--- src/rtl/sprite_pkg.sv ---
// sprite_pkg: shared widths, colour type and the fixed 32-entry palette used
// by the sprite fetch pipeline. Palette entry 0 is the transparent colour and
// is kept black so a gated-off index produces RGB = 0 directly.
`timescale 1ns/1ps
package sprite_pkg;

    localparam int IDX_W  = 5;
    localparam int ADDR_W = 19;

    typedef struct packed {
        logic [7:0] r;
        logic [7:0] g;
        logic [7:0] b;
    } rgb_t;

    localparam rgb_t PALETTE [0:31] = '{
        24'h000000, 24'hFFFFFF, 24'hFF0000, 24'h00FF00,
        24'h0000FF, 24'hFFFF00, 24'hFF00FF, 24'h00FFFF,
        24'h808080, 24'hC0C0C0, 24'h800000, 24'h008000,
        24'h000080, 24'h808000, 24'h800080, 24'h008080,
        24'hFF8000, 24'h80FF00, 24'h00FF80, 24'h0080FF,
        24'h8000FF, 24'hFF0080, 24'h402010, 24'h102040,
        24'h204010, 24'hF0E0D0, 24'hD0E0F0, 24'hE0F0D0,
        24'h123456, 24'h654321, 24'hABCDEF, 24'hFEDCBA
    };

    // Index 0 is the transparent key; every other index draws.
    function automatic logic is_opaque(input logic [IDX_W-1:0] idx);
        return (idx != {IDX_W{1'b0}});
    endfunction

endpackage

--- src/rtl/sprite_palette.sv ---
// sprite_palette: one registered lookup stage turning a palette index into
// 24-bit colour plus an opaque flag.
`timescale 1ns/1ps
module sprite_palette
    import sprite_pkg::*;
(
    input  logic             clk,
    input  logic             rst_n,
    input  logic [IDX_W-1:0] idx,
    output rgb_t             rgb,
    output logic             opaque
);

    // Register the colour and opacity of the incoming index.
    always_ff @(posedge clk or negedge rst_n) begin
        if (!rst_n) begin
            rgb    <= 24'h000000;
            opaque <= 1'b0;
        end else begin
            rgb    <= PALETTE[idx];
            opaque <= is_opaque(idx);
        end
    end

endmodule

--- src/rtl/sprite_fetch.sv ---
// sprite_fetch: computes the frame-RAM read address for each display pixel
// inside the current animation frame of a sprite sheet, then turns the
// returned palette index into RGB with a hit flag, three cycles after the
// pixel is presented. Owns the animation frame counter (advanced on
// frame_start). Optional build macro SPRITE_MIRROR_EN adds the mirror_x
// input for horizontal flipping.
`timescale 1ns/1ps
module sprite_fetch
    import sprite_pkg::*;
#(
    parameter int SPR_W      = 60,
    parameter int SPR_H      = 60,
    parameter int NUM_FRAMES = 20,
    parameter int FRAME_DIV  = 6
) (
    input  logic              Clk,
    input  logic              Reset_n,
    input  logic              frame_start,
    input  logic [9:0]        SpriteX,
    input  logic [9:0]        SpriteY,
    input  logic              anim_en,
`ifdef SPRITE_MIRROR_EN
    input  logic              mirror_x,
`endif
    input  logic              pix_valid,
    input  logic [9:0]        DrawX,
    input  logic [9:0]        DrawY,
    output logic [ADDR_W-1:0] read_address,
    input  logic [IDX_W-1:0]  data_Out,
    output logic              out_valid,
    output logic              out_hit,
    output logic [7:0]        R,
    output logic [7:0]        G,
    output logic [7:0]        B
);

    localparam int FRAME_SIZE = SPR_W * SPR_H;
    localparam int DIV_W      = (FRAME_DIV  > 1) ? $clog2(FRAME_DIV)  : 1;
    localparam int FIDX_W     = (NUM_FRAMES > 1) ? $clog2(NUM_FRAMES) : 1;

    // Latched sprite placement
    logic [9:0]        sx_r;
    logic [9:0]        sy_r;
    logic              armed_r;
    logic              mirror_s;

    // Animation state
    logic [DIV_W-1:0]  div_cnt_r;
    logic [FIDX_W-1:0] frame_idx_r;
    logic [ADDR_W-1:0] frame_base_r;

    // Stage 0 combinational results
    logic [10:0]       dx_s;
    logic [10:0]       dy_s;
    logic              in_box_s;
    logic [ADDR_W-1:0] col_s;
    logic [ADDR_W-1:0] addr_s;

    // Delay alignment with the RAM and palette latency
    logic              s1_valid_r;
    logic              s1_hit_r;
    logic              s2_valid_r;
    logic              s2_hit_r;

    logic [IDX_W-1:0]  pal_idx_s;
    rgb_t              pal_rgb_s;
    logic              pal_opaque_s;

    // Capture the sprite position at vertical blank and arm hit detection.
    always_ff @(posedge Clk or negedge Reset_n) begin
        if (!Reset_n) begin
            sx_r    <= 10'd0;
            sy_r    <= 10'd0;
            armed_r <= 1'b0;
        end else if (frame_start) begin
            sx_r    <= SpriteX;
            sy_r    <= SpriteY;
            armed_r <= 1'b1;
        end
    end

`ifdef SPRITE_MIRROR_EN
    logic mirror_r;

    // Capture the horizontal flip select together with the position.
    always_ff @(posedge Clk or negedge Reset_n) begin
        if (!Reset_n) begin
            mirror_r <= 1'b0;
        end else if (frame_start) begin
            mirror_r <= mirror_x;
        end
    end

    assign mirror_s = mirror_r;
`else
    assign mirror_s = 1'b0;
`endif

    // Step the animation: divide frame_start pulses, then walk frame_base
    // through the sheet one frame-size at a time, wrapping after the last.
    always_ff @(posedge Clk or negedge Reset_n) begin
        if (!Reset_n) begin
            div_cnt_r    <= '0;
            frame_idx_r  <= '0;
            frame_base_r <= '0;
        end else if (frame_start && anim_en) begin
            if (div_cnt_r == DIV_W'(FRAME_DIV - 1)) begin
                div_cnt_r <= '0;
                if (frame_idx_r == FIDX_W'(NUM_FRAMES - 1)) begin
                    frame_idx_r  <= '0;
                    frame_base_r <= '0;
                end else begin
                    frame_idx_r  <= frame_idx_r + FIDX_W'(1);
                    frame_base_r <= frame_base_r + ADDR_W'(FRAME_SIZE);
                end
            end else begin
                div_cnt_r <= div_cnt_r + DIV_W'(1);
            end
        end
    end

    // Stage 0: signed offsets into the sprite box and the RAM address.
    // Offsets are 11 bits so a pixel left of / above the sprite goes negative.
    always_comb begin
        dx_s     = {1'b0, DrawX} - {1'b0, sx_r};
        dy_s     = {1'b0, DrawY} - {1'b0, sy_r};
        in_box_s = 1'b0;
        col_s    = ADDR_W'(dx_s[9:0]);
        addr_s   = frame_base_r;

        if (pix_valid && armed_r && !dx_s[10] && !dy_s[10] &&
            (dx_s < 11'(SPR_W)) && (dy_s < 11'(SPR_H))) begin
            in_box_s = 1'b1;
        end else begin
            in_box_s = 1'b0;
        end

        if (mirror_s) begin
            col_s = ADDR_W'(SPR_W - 1) - ADDR_W'(dx_s[9:0]);
        end else begin
            col_s = ADDR_W'(dx_s[9:0]);
        end

        if (in_box_s) begin
            addr_s = frame_base_r + ADDR_W'(dy_s[9:0]) * ADDR_W'(SPR_W) + col_s;
        end else begin
            addr_s = frame_base_r;
        end
    end

    // Pipeline registers: address out to the RAM, valid/hit carried
    // alongside so they meet the RAM data and palette output.
    always_ff @(posedge Clk or negedge Reset_n) begin
        if (!Reset_n) begin
            read_address <= '0;
            s1_valid_r   <= 1'b0;
            s1_hit_r     <= 1'b0;
            s2_valid_r   <= 1'b0;
            s2_hit_r     <= 1'b0;
            out_valid    <= 1'b0;
        end else begin
            read_address <= addr_s;
            s1_valid_r   <= pix_valid;
            s1_hit_r     <= in_box_s;
            s2_valid_r   <= s1_valid_r;
            s2_hit_r     <= s1_hit_r;
            out_valid    <= s2_valid_r;
        end
    end

    // Force the transparent index for out-of-box pixels so the palette
    // stage yields both hit=0 and black without a separate mask register.
    always_comb begin
        pal_idx_s = {IDX_W{1'b0}};
        if (s2_hit_r) begin
            pal_idx_s = data_Out;
        end else begin
            pal_idx_s = {IDX_W{1'b0}};
        end
    end

    sprite_palette u_palette (
        .clk    (Clk),
        .rst_n  (Reset_n),
        .idx    (pal_idx_s),
        .rgb    (pal_rgb_s),
        .opaque (pal_opaque_s)
    );

    assign out_hit = pal_opaque_s;
    assign R       = pal_rgb_s.r;
    assign G       = pal_rgb_s.g;
    assign B       = pal_rgb_s.b;

endmodule

--- config.mk ---
export PLATFORM = sky130hd
export DESIGN_NAME = sprite_fetch
export DESIGN_NICKNAME = d
export VERILOG_FILES = /design/src/rtl/sprite_pkg.sv /design/src/rtl/sprite_palette.sv /design/src/rtl/sprite_fetch.sv
export SDC_FILE = /design/constraint.sdc
export NUM_CORES = 1
export LEC_CHECK = 0
export ABC_AREA = 1
export BUFFER_PORTS_ARGS = -buffer_cell sky130_fd_sc_hd__buf_2
export CAP_MARGIN = 20
export CORE_AREA = 2 2 128 118
export CTS_CLUSTER_SIZE = 28
export DETAILED_ROUTE_END_ITERATION = 16
export DIE_AREA = 0 0 130 120
export GPL_ROUTABILITY_DRIVEN = 0
export MAX_ROUTING_LAYER = met4
export PLACE_DENSITY = 0.77
export SLEW_MARGIN = 20
export SYNTH_ARGS = -nofsm -noshare
export SYNTH_HDL_FRONTEND = slang
export SYNTH_HIERARCHICAL = 1
export SYNTH_SLANG_ARGS = --single-unit
--- constraint.sdc ---
create_clock -name Clk -period 5.33 [get_ports Clk]
set_clock_uncertainty 0.15 [all_clocks]
set_input_delay 1.3325 -clock Clk [delete_from_list [all_inputs] [get_ports Clk]]
set_output_delay 1.3325 -clock Clk [all_outputs]
set_load 0.01 [all_outputs]
==> flow_summary.json, run 1 <==
{
  "dieWidth_um": 130,
  "die_area_um2": 15600,
  "path_class": "in2reg",
  "wl_met1_um": 8540,
  "finalSetupViolCount": 20,
  "htree_num_levels": 3,
  "pin_count": 95,
  "antenna_found_initial": 0,
  "routed_via_density": 5.08,
  "async_flop_share": 1.00,
  "r2r-start": "sy_r[0]$_DFFE_PN0P_",
  "max-slew-margin-rel": 0.510,
  "worst_pin_slew_ns": 0.735,
  "yosysSeqAreaShare": 0.308,
  "dieHeight_um": 120,
  "outcome": "finished, violations left",
  "cp_max_fo": 5,
  "fmax_mhz": 165,
  "grt_pass1_wl_um": 32200,
  "drtPass1Iterations": 5,
  "topRoutingLayerUsed": "met4",
  "synth.avg_cell_area_um2": 7.59,
  "drt-total-wl_um": 19800,
  "track_usage": 0.266,
  "synth_area_um2": 7550,
  "postCtsHoldBufs": 0,
  "cpMostUsedCell": "inv_2",
  "reg2reg_setup_slack_ns": -0.01,
  "crit_start": "DrawY[0]",
  "grt_max_degree": 63,
  "grt_overflow_total": 0,
  "ys_warn_count": 6,
  "dp_cells": 1360,
  "layoutNonFillerInstCount": 1421,
  "clkLatencyLatePin_ns": 0.35,
  "drive_gt1_frac": 0.343,
  "finalHoldViolCount": 0,
  "drt-initial-drc-count": 475,
  "violations": "setup timing",
  "rr_endpoint": "read_address[16]$_DFF_PN0_",
  "cts_num_sinks": 93,
  "synthFlopType": "dfrtp_1",
  "area_growth_pct": 36.7,
  "synth_cell_types": 48,
  "rows": 42,
  "wire_per_inst_um": 14.0,
  "start_util": 0.526,
  "antenna_cells": 0,
  "crit_path_max_incr_delay_ns": 0.48,
  "num_vias": 7212,
  "arrival_ns": 6.13,
  "fin_crit_ns": 6.05,
  "buffer_ports.inserted": 94,
  "worst_slack_ns": -0.718,
  "synth-edff-count": 0,
  "end_kind": "flip-flop",
  "ff2ff_path_depth": 32,
  "fillCellCount": 1031,
  "slowest_stage": "fa_1",
  "cts_root_buffer": "clkbuf_16",
  "cts_tree": "yes",
  "startpoint_type": "primary input",
  "crit_end": "read_address[16]$_DFF_PN0_",
  "drv_cap": 0,
  "core-area_um2": 14300,
  "postSynthCellCount": 995,
  "ant_nets": 0,
  "rsz0062_at_grt": "yes",
  "place_hpwl_um": 14200,
  "cp_data_required_time_ns": 5.42,
  "yosys_register_bits": 93,
  "grt_pass1_vias": 6948,
  "drcViolationCount": 0,
  "period_share": 1.13,
  "clk_pin_slew_ns": 0.06,
  "fin_nets": 1373,
  "numCtsBuffers": 9,
  "hold_path.class": "reg2reg",
  "wl_met3_um": 1030,
  "cts_max_path_buffers": 2,
  "dr_wl_met2_um": 9910,
  "slew_violations": 0
}
==> registers in the layout, summed over array words and instances (netlist names) <==
name,count
s1_hit_r,1
u_palette/opaque,1
sx_r,10
div_cnt_r,3
armed_r,1
u_palette/rgb,24
s2_valid_r,1
s1_valid_r,1
sy_r,10
read_address,19
frame_base_r,15
out_valid,1
s2_hit_r,1
frame_idx_r,5
==> synthesized netlist by cell type (2+ instances only) <==
| cell | number | area, um2 |
|---|---|---|
| nand3b_1 | 2 | 15.0 |
| nand3_2 | 6 | 60.1 |
| o2111ai_1 | 2 | 17.5 |
| a21o_1 | 5 | 37.5 |
| buf_2 | 4 | 20.0 |
| inv_1 | 177 | 664 |
| o21ai_1 | 11 | 55.1 |
| xor2_1 | 22 | 193 |
| nor2_4 | 2 | 22.5 |
| nor3_1 | 8 | 40.0 |
| nand3_1 | 49 | 245 |
| dfrtp_1 | 93 | 2330 |
| o21ai_0 | 56 | 280 |
| inv_2 | 10 | 37.5 |
| a21oi_1 | 67 | 335 |
| nand2_2 | 15 | 93.8 |
| fa_1 | 22 | 440 |
| clkbuf_1 | 4 | 15.0 |
| buf_6 | 5 | 56.3 |
| nor4_1 | 2 | 12.5 |
| nand4_1 | 10 | 62.6 |
| o21a_1 | 2 | 15.0 |
| ha_1 | 81 | 1010 |
| nor2_1 | 55 | 206 |
| a21oi_2 | 4 | 35.0 |
| a31o_2 | 2 | 17.5 |
| nor2_2 | 6 | 37.5 |
| a31oi_1 | 2 | 12.5 |
| nand2_1 | 239 | 897 |
| nor3_2 | 2 | 20.0 |
| xnor2_1 | 12 | 105 |
| o21bai_1 | 2 | 15.0 |
==> cells in the final DEF (no fill, tap or decap), types with 10 or more instances in the layout <==
cell | synthesis | routed
buf_4 | 0 | 123
a21oi_2 | 4 | 18
nand4_1 | 10 | 10
nand3_2 | 6 | 10
fa_1 | 22 | 20
inv_2 | 10 | 28
inv_1 | 177 | 157
o21ai_0 | 56 | 38
nand3_1 | 49 | 44
buf_2 | 4 | 92
nor2_2 | 6 | 12
nor2_1 | 55 | 47
dfrtp_1 | 93 | 93
nand2_2 | 15 | 32
ha_4 | 0 | 25
ha_1 | 81 | 55
o21ai_1 | 11 | 19
a21oi_1 | 67 | 47
nand2_1 | 239 | 219
xor2_1 | 22 | 18
o21ai_2 | 1 | 10
==> critical path: cells and delay by family <==
| family | cells | cell delay, ns |
|---|---|---|
| simple gates | 5 | 0.46 |
| buf+inv | 9 | 0.51 |
| compound gates | 10 | 1.19 |
| fa+ha+maj | 8 | 2.31 |
| xor+xnor | 2 | 0.31 |
==> logic make-up after synthesis <==
family                     share of synthesized area
xor gates and xnor gates                      0.0416
buffers and inverters                          0.106
DFF                                            0.308
other                                       0.000497
adders and majority gates                      0.193
and+or+nand+nor                                0.235
AOI/OAI and AO/OA                              0.116
==> stage by stage <==
| step | utilization | hold slack, ns | setup TNS (ns) | cell area, um2 | setup WS, ns |
|---|---|---|---|---|---|
| after detailed placement | 0.644 | 0.191 | -13.75 | 9240 | -1.22 |
| after CTS | 0.701 | 0.206 | -6.31 | 10100 | -0.569 |
| final | 0.719 | 0.208 | -10.86 | 10300 | -0.718 |
| after global placement | 0.644 | 0.183 | -12.50 | 9240 | -1.16 |
| after floorplan | - | 0.181 | -6.76 | 7980 | -0.779 |
| after global routing | 0.719 | 0.217 | -14.50 | 10300 | -1.04 |
==> how the worst min path moves through the flow <==
stage	start	end	slack, ns	cells after the start
2_1_floorplan	s2_valid_r$_DFF_PN0_	out_valid$_DFF_PN0_	0.18	0
3_3_place_gp	s1_hit_r$_DFF_PN0_	s2_hit_r$_DFF_PN0_	0.18	0
3_5_place_dp	s2_valid_r$_DFF_PN0_	out_valid$_DFF_PN0_	0.19	0
4_1_cts	s2_valid_r$_DFF_PN0_	out_valid$_DFF_PN0_	0.21	0
5_1_grt	s1_valid_r$_DFF_PN0_	s2_valid_r$_DFF_PN0_	0.22	0
6_report	s1_hit_r$_DFF_PN0_	s2_hit_r$_DFF_PN0_	0.21	0
==> repair_timing <==
action / 4_1_cts / 5_1_grt
buffers inserted: 35 / 11
setup endpoints to repair: 14 / 20
gates cloned: 1 / 0
resized for setup: 51 / 47
pin swaps: 54 / 32
==> cell type report <==
class	count	area, um2	share of cell area
well taps	198	248	0.0240
multi-input cells	704	5230	0.507
clock inverters	4	50.0	0.00485
repair buffers	224	1510	0.146
clock buffers	10	239	0.0232
inverters	188	721	0.0698
flip-flops and latches	93	2330	0.225
==> per-layer routing <==
| layer | vias up | global-route usage |
|---|---|---|
| met1 | 3384 | 0.333 |
| li1 | 3591 | - |
| met5 | - | - |
| met3 | 26 | 0.0499 |
| met4 | 0 | 0.0712 |
| met2 | 211 | 0.443 |
Power of run 1 is left out: the tool's default activity adds up to more than one toggle a clock period on the data nets, which glitch-free logic cannot reach.
==> inputs of run 2 (changes only) <==
ABC_AREA = 0   (was 1)
CORE_AREA = 2 2 125 115   (was 2 2 128 118)
DIE_AREA = 0 0 127 117   (was 0 0 130 120)
PLACE_DENSITY = 0.76   (was 0.77)
==> run 2 against run 1 <==
Compared with the run above:
- the run still ends with setup timing left
- non-clock buffer count is 9 lower
- synthesized cell count is 22% lower
- flip-flop and latch count stayed put
==> flow_summary.json, run 2 <==
{
  "outcome": "finished, violations left",
  "violations": "setup timing",
  "cts_root_buffer": "clkbuf_16",
  "fin_crit_ns": 6.69,
  "startpoint_type": "primary input",
  "finalSetupViolCount": 13,
  "area_growth_pct": 34.2,
  "ant_nets": 0,
  "rr_endpoint": "read_address[16]$_DFF_PN0_",
  "synth_cell_types": 73,
  "reg2reg_setup_slack_ns": -0.68,
  "synth_common_cells": "dfrtp_1 (93), inv_1 (82), ha_1 (81)",
  "fmax_mhz": 149,
  "ff2ff_path_depth": 27,
  "grt_pass1_vias": 6048,
  "crit_end": "read_address[16]$_DFF_PN0_",
  "synth_area_um2": 7080,
  "drcViolationCount": 0,
  "start_util": 0.519,
  "worst_pin_slew_ns": 1.05,
  "end_kind": "flip-flop",
  "cpMostUsedCell": "fa_1",
  "grt_max_degree": 66,
  "antenna_found_initial": 0,
  "min_from": "s1_hit_r$_DFF_PN0_",
  "dp_cells": 1127,
  "postSynthCellCount": 772,
  "slowest_stage": "fa_1",
  "rows": 41,
  "grt_overflow_total": 0,
  "slew_violations": 0,
  "ys_warn_count": 6,
  "postCtsHoldBufs": 0,
  "yosys_register_bits": 93,
  "grt.busiest_layer": "met2",
  "drt-initial-drc-count": 390,
  "grt_use_met3": 0.0368,
  "clk_pin_slew_ns": 0.07,
  "path_class": "in2reg",
  "dieWidth_um": 127,
  "cts_tree": "yes",
  "top_register": "u_palette/rgb",
  "crit_start": "DrawY[0]",
  "final_area_um2": 9500,
  "routed_via_density": 5.41,
  "rsz0062_at_grt": "yes",
  "largest_reg_flops": 24,
  "max-slew-margin-rel": 0.288,
  "synth_top_area_share": 0.329,
  "hold_path.class": "reg2reg",
  "yosysSeqAreaShare": 0.329,
  "cp_data_required_time_ns": 5.42,
  "wire_per_inst_um": 15.5,
  "largest_registers": "u_palette/rgb x24, read_address x19, frame_base_r x15",
  "drive_gt1_frac": 0.338,
  "buffer_ports.inserted": 94,
  "cts_max_path_buffers": 2,
  "dieHeight_um": 117,
  "grt_util_met1": 0.301,
  "cts_num_sinks": 93,
  "place_hpwl_um": 12300,
  "yosysTopAreaCell": "dfrtp_1",
  "numCtsBuffers": 9,
  "synthFlopType": "dfrtp_1",
  "r2r-start": "sy_r[0]$_DFFE_PN0P_",
  "fin_util": 0.696,
  "async_flop_share": 1.00,
  "die_area_um2": 14900,
  "htree_num_levels": 3,
  "pin_count": 95,
  "num_vias": 6275,
  "drv_cap": 0,
  "drtPass1Iterations": 6,
  "antenna_cells": 0,
  "place_area_um2": 8620,
  "crit_path_max_incr_delay_ns": 0.55,
  "synth.avg_cell_area_um2": 9.17,
  "gr-usage-met2": 0.411,
  "core-area_um2": 13600,
  "fin_nets": 1136,
  "worst_slack_ns": -1.36,
  "final_common_cell": "buf_4",
  "finalHoldViolCount": 0,
  "fillCellCount": 1010,
  "grt_pass1_wl_um": 27800,
  "period_share": 1.26,
  "netlist_top_cells_area": "dfrtp_1 (33%), ha_1 (14%), fa_1 (6.2%)",
  "clkLatencyLatePin_ns": 0.35,
  "synth-edff-count": 0,
  "arrival_ns": 6.78,
  "cp_max_fo": 4,
  "track_usage": 0.240,
  "synth_most_common_cell": "dfrtp_1",
  "layoutNonFillerInstCount": 1160,
  "drt-total-wl_um": 17900,
  "mostFrequentLayoutCells": "buf_4 (107), dfrtp_1 (93), buf_2 (92), inv_1 (75)"
}
-- run 2: changes by cell type in the layout (fill, tap and decap cells not counted), sizes merged, moves of 13 or more --
cell / previous run / this run
nand3: 57 / 15
xnor2: 13 / 28
inv: 187 / 87
nand2: 255 / 70
mux2: 0 / 13
a21oi: 72 / 48
-- run 2: how the worst min path moves through the flow --
stage	endpoint	slack, ns	cells past startpoint
finish	s2_hit_r$_DFF_PN0_	0.21	0
global route	s2_hit_r$_DFF_PN0_	0.22	0
CTS	s2_hit_r$_DFF_PN0_	0.21	0
detailed placement	s2_valid_r$_DFF_PN0_	0.19	0
global placement	s2_hit_r$_DFF_PN0_	0.18	0
floorplan	out_valid$_DFF_PN0_	0.18	0
-- run 2: stage by stage --
step | hold WS (ns) | TNS, ns | setup WS (ns)
finish | 0.206 | -12.25 | -1.36
floorplan | 0.181 | -10.34 | -1.39
global placement | 0.183 | -16.73 | -1.65
global route | 0.221 | -14.94 | -1.62
CTS | 0.208 | -10.09 | -1.22
detailed placement | 0.188 | -18.91 | -1.87
-- run 2: cell type report --
cell class,instances,area [um2],area share
inverter,83,327,0.0344
tap,172,215,0.0227
clock buffer,9,225,0.0237
multi-input combinational,581,4870,0.513
timing repair buffer,215,1460,0.153
sequential,93,2330,0.245
clock inverter,7,72.6,0.00764
-- run 2: logic make-up (layout without fill, tap and decap cells) --
kind of cell / count (synthesis) / count (layout) / share of synthesized area
and+or+nand+nor: 223 / 223 / 0.160
buffers and inverters: 100 / 314 / 0.0592
other: 1 / 3 / 0.000530
xor gates and xnor gates: 47 / 47 / 0.0582
DFF: 93 / 93 / 0.329
muxes: 17 / 17 / 0.0263
AOI/OAI and AO/OA: 188 / 188 / 0.161
adders and majority gates: 103 / 103 / 0.205
-- run 2: what timing repair did --
| action | in CTS | in global routing |
|---|---|---|
| setup endpoints to repair | 14 | 13 |
| setup buffers | 10 | 13 |
| pin swaps | 38 | 40 |
| endpoints found under the hold margin | 0 | 0 |
| resized for setup | 35 | 62 |
-- run 2: routing by layer --
| layer | vias up | wire, um |
|---|---|---|
| li1 | 3068 | - |
| met1 | 2974 | 7850 |
| met2 | 205 | 8820 |
| met3 | 28 | 898 |
| met4 | 0 | 352 |
| met5 | - | 0 |
-- run 2: critical path: cells and delay by family --
| family | cells | cell delay, ns |
|---|---|---|
| AO/OA/AOI/OAI | 6 | 1.01 |
| XOR/XNOR | 3 | 0.46 |
| adder cells (fa/ha/maj) | 7 | 2.63 |
| buffers and inverters | 9 | 0.74 |
| multiplexers | 1 | 0.26 |
| AND/OR/NAND/NOR | 3 | 0.35 |
Power of run 2 is left out for the same reason.
==> inputs of run 3 (changes only) <==
PLACE_DENSITY = not set   (was 0.76)
PLACE_DENSITY_LB_ADDON = 0.05   (was not set)
==> run 3 against run 2 <==
Compared with the run above:
- the run still ends with setup timing left
- sequential share of layout area increased by 0.28 points
- clock-buffer cell count rose by 2
- die area unchanged
- via count down 2.5%
- cell area fell by 1.1%
- flip-flop and latch count unchanged
- utilization fell by 0.78 points
- setup slack improved by 0.20 ns
- hold slack got worse by 0.0088 ns
- first-iteration DRC count increased by 22%
- wire length down 4.9%
- global-route usage rose by 0.48 points
- critical path type unchanged
- largest cell class unchanged
==> flow_summary.json, run 3 (synthesized netlist as in run 2, its figures left out) <==
{
  "track_usage": 0.245,
  "finalHoldViolCount": 0,
  "fin_util": 0.688,
  "largest_registers": "u_palette/rgb x24, read_address x19, frame_base_r x15",
  "outcome": "finished, violations left",
  "finalSetupViolCount": 12,
  "clkLatencyLatePin_ns": 0.34,
  "crit_path_max_incr_delay_ns": 0.54,
  "routed_via_density": 5.33,
  "grt_max_degree": 63,
  "drt-initial-drc-count": 476,
  "dieWidth_um": 127,
  "drtPass1Iterations": 5,
  "cts_root_buffer": "clkbuf_16",
  "wire_per_inst_um": 14.8,
  "slew_violations": 0,
  "fin_crit_ns": 6.49,
  "drt-total-wl_um": 17000,
  "violations": "setup timing",
  "area_growth_pct": 32.7,
  "top_register": "u_palette/rgb",
  "worst_slack_ns": -1.16,
  "clk_pin_slew_ns": 0.07,
  "ant_nets": 0,
  "final_common_cell": "buf_4",
  "core-area_um2": 13600,
  "fmax_mhz": 154,
  "cts_num_sinks": 93,
  "largest_reg_flops": 24,
  "reg2reg_setup_slack_ns": -0.47,
  "hold_ws_ns": 0.198,
  "cts_tree": "yes",
  "buffer_ports.inserted": 94,
  "numCtsBuffers": 9,
  "arrival_ns": 6.61,
  "num_vias": 6120,
  "worst_pin_slew_ns": 0.948,
  "mostFrequentLayoutCells": "buf_4 (98), dfrtp_1 (93), buf_2 (92), inv_1 (75), ha_1 (68)",
  "drcViolationCount": 0,
  "htree_num_levels": 3,
  "rows": 41,
  "rsz0062_at_grt": "yes",
  "antenna_found_initial": 0,
  "max-slew-margin-rel": 0.359,
  "antenna_cells": 0,
  "min_from": "s1_hit_r$_DFF_PN0_",
  "grt_pass1_vias": 6241,
  "pin_count": 95,
  "place_hpwl_um": 13000,
  "slowest_stage": "fa_1",
  "startpoint_type": "primary input",
  "r2r-start": "sy_r[0]$_DFFE_PN0P_",
  "grt_overflow_total": 0,
  "cpMostUsedCell": "fa_1",
  "path_class": "in2reg",
  "period_share": 1.22,
  "drive_gt1_frac": 0.334,
  "cp_data_required_time_ns": 5.44,
  "cts_max_path_buffers": 2,
  "dieHeight_um": 117,
  "die_area_um2": 14900,
  "grt_pass1_wl_um": 28500,
  "end_kind": "flip-flop",
  "start_util": 0.519,
  "hold_path.class": "reg2reg",
  "crit_start": "DrawY[0]",
  "drv_cap": 0,
  "fin_nets": 1125,
  "cp_max_fo": 4
}
[run 3: cell count changes in the layout (fill, tap and decap cells not counted), sizes merged]
| cell | delta |
|---|---|
| buf | -11 |
| clkbuf | +2 |
| clkinv | +1 |
| clkinvlp | -1 |
| inv | -3 |
[run 3: what timing repair did]
action	in CTS	in global routing
pin swaps	50	28
gates resized for setup	52	40
endpoints found under the setup margin	14	14
setup buffers	5	4
hold buffers	0	0
[run 3: per-stage QoR]
| step | worst slack, ns | TNS, ns | instance area (um2) | cells |
|---|---|---|---|---|
| 2_1_floorplan | -1.39 | -10.34 | 7250 | 774 |
| 4_1_cts | -1.14 | -10.0 | 9180 | 1144 |
| 3_5_place_dp | -1.76 | -17.74 | 8590 | 1124 |
| 6_report | -1.16 | -11.10 | 9390 | 1148 |
| 3_3_place_gp | -1.63 | -15.89 | 8590 | 1124 |
| 5_1_grt | -1.44 | -13.68 | 9390 | 1148 |
[run 3: worst paths after layout]
check                                                   end  cells after the start
max in group asynchronous       frame_base_r[4]$_DFFE_PN0P_                      2
worst max-delay path             read_address[18]$_DFF_PN0_                     28
worst max register to register   read_address[18]$_DFF_PN0_                     26
worst min register to register           s2_hit_r$_DFF_PN0_                      0
min in group asynchronous       u_palette/rgb[14]$_DFF_PN0_                      1
worst min-delay path                     s2_hit_r$_DFF_PN0_                      0
[run 3: cell type report]
class | count | area, um2
clock buffers | 11 | 253
clock inverters | 4 | 31.3
fillers | 1093 | 4260
inverters | 83 | 324
multi-input cells | 581 | 4880
flip-flops and latches | 93 | 2330
well taps | 172 | 215
repair buffers | 204 | 1360
[run 3: routing by layer]
metal  up-vias  part of all wire  global-route usage
met5         -                 0                   -
met4         0             0.024              0.0711
met3        36             0.034              0.0368
li1       3039                 -                   -
met1      2909              0.44               0.298
met2       136              0.50               0.429
[run 3: worst max-delay path: cells and delay by family]
kind,cells,cell delay (ns)
fa+ha+maj,7,2.54
buf+inv,7,0.48
xor+xnor,3,0.43
simple gates,4,0.69
compound gates,7,1.14
Power of run 3 is left out for the same reason.
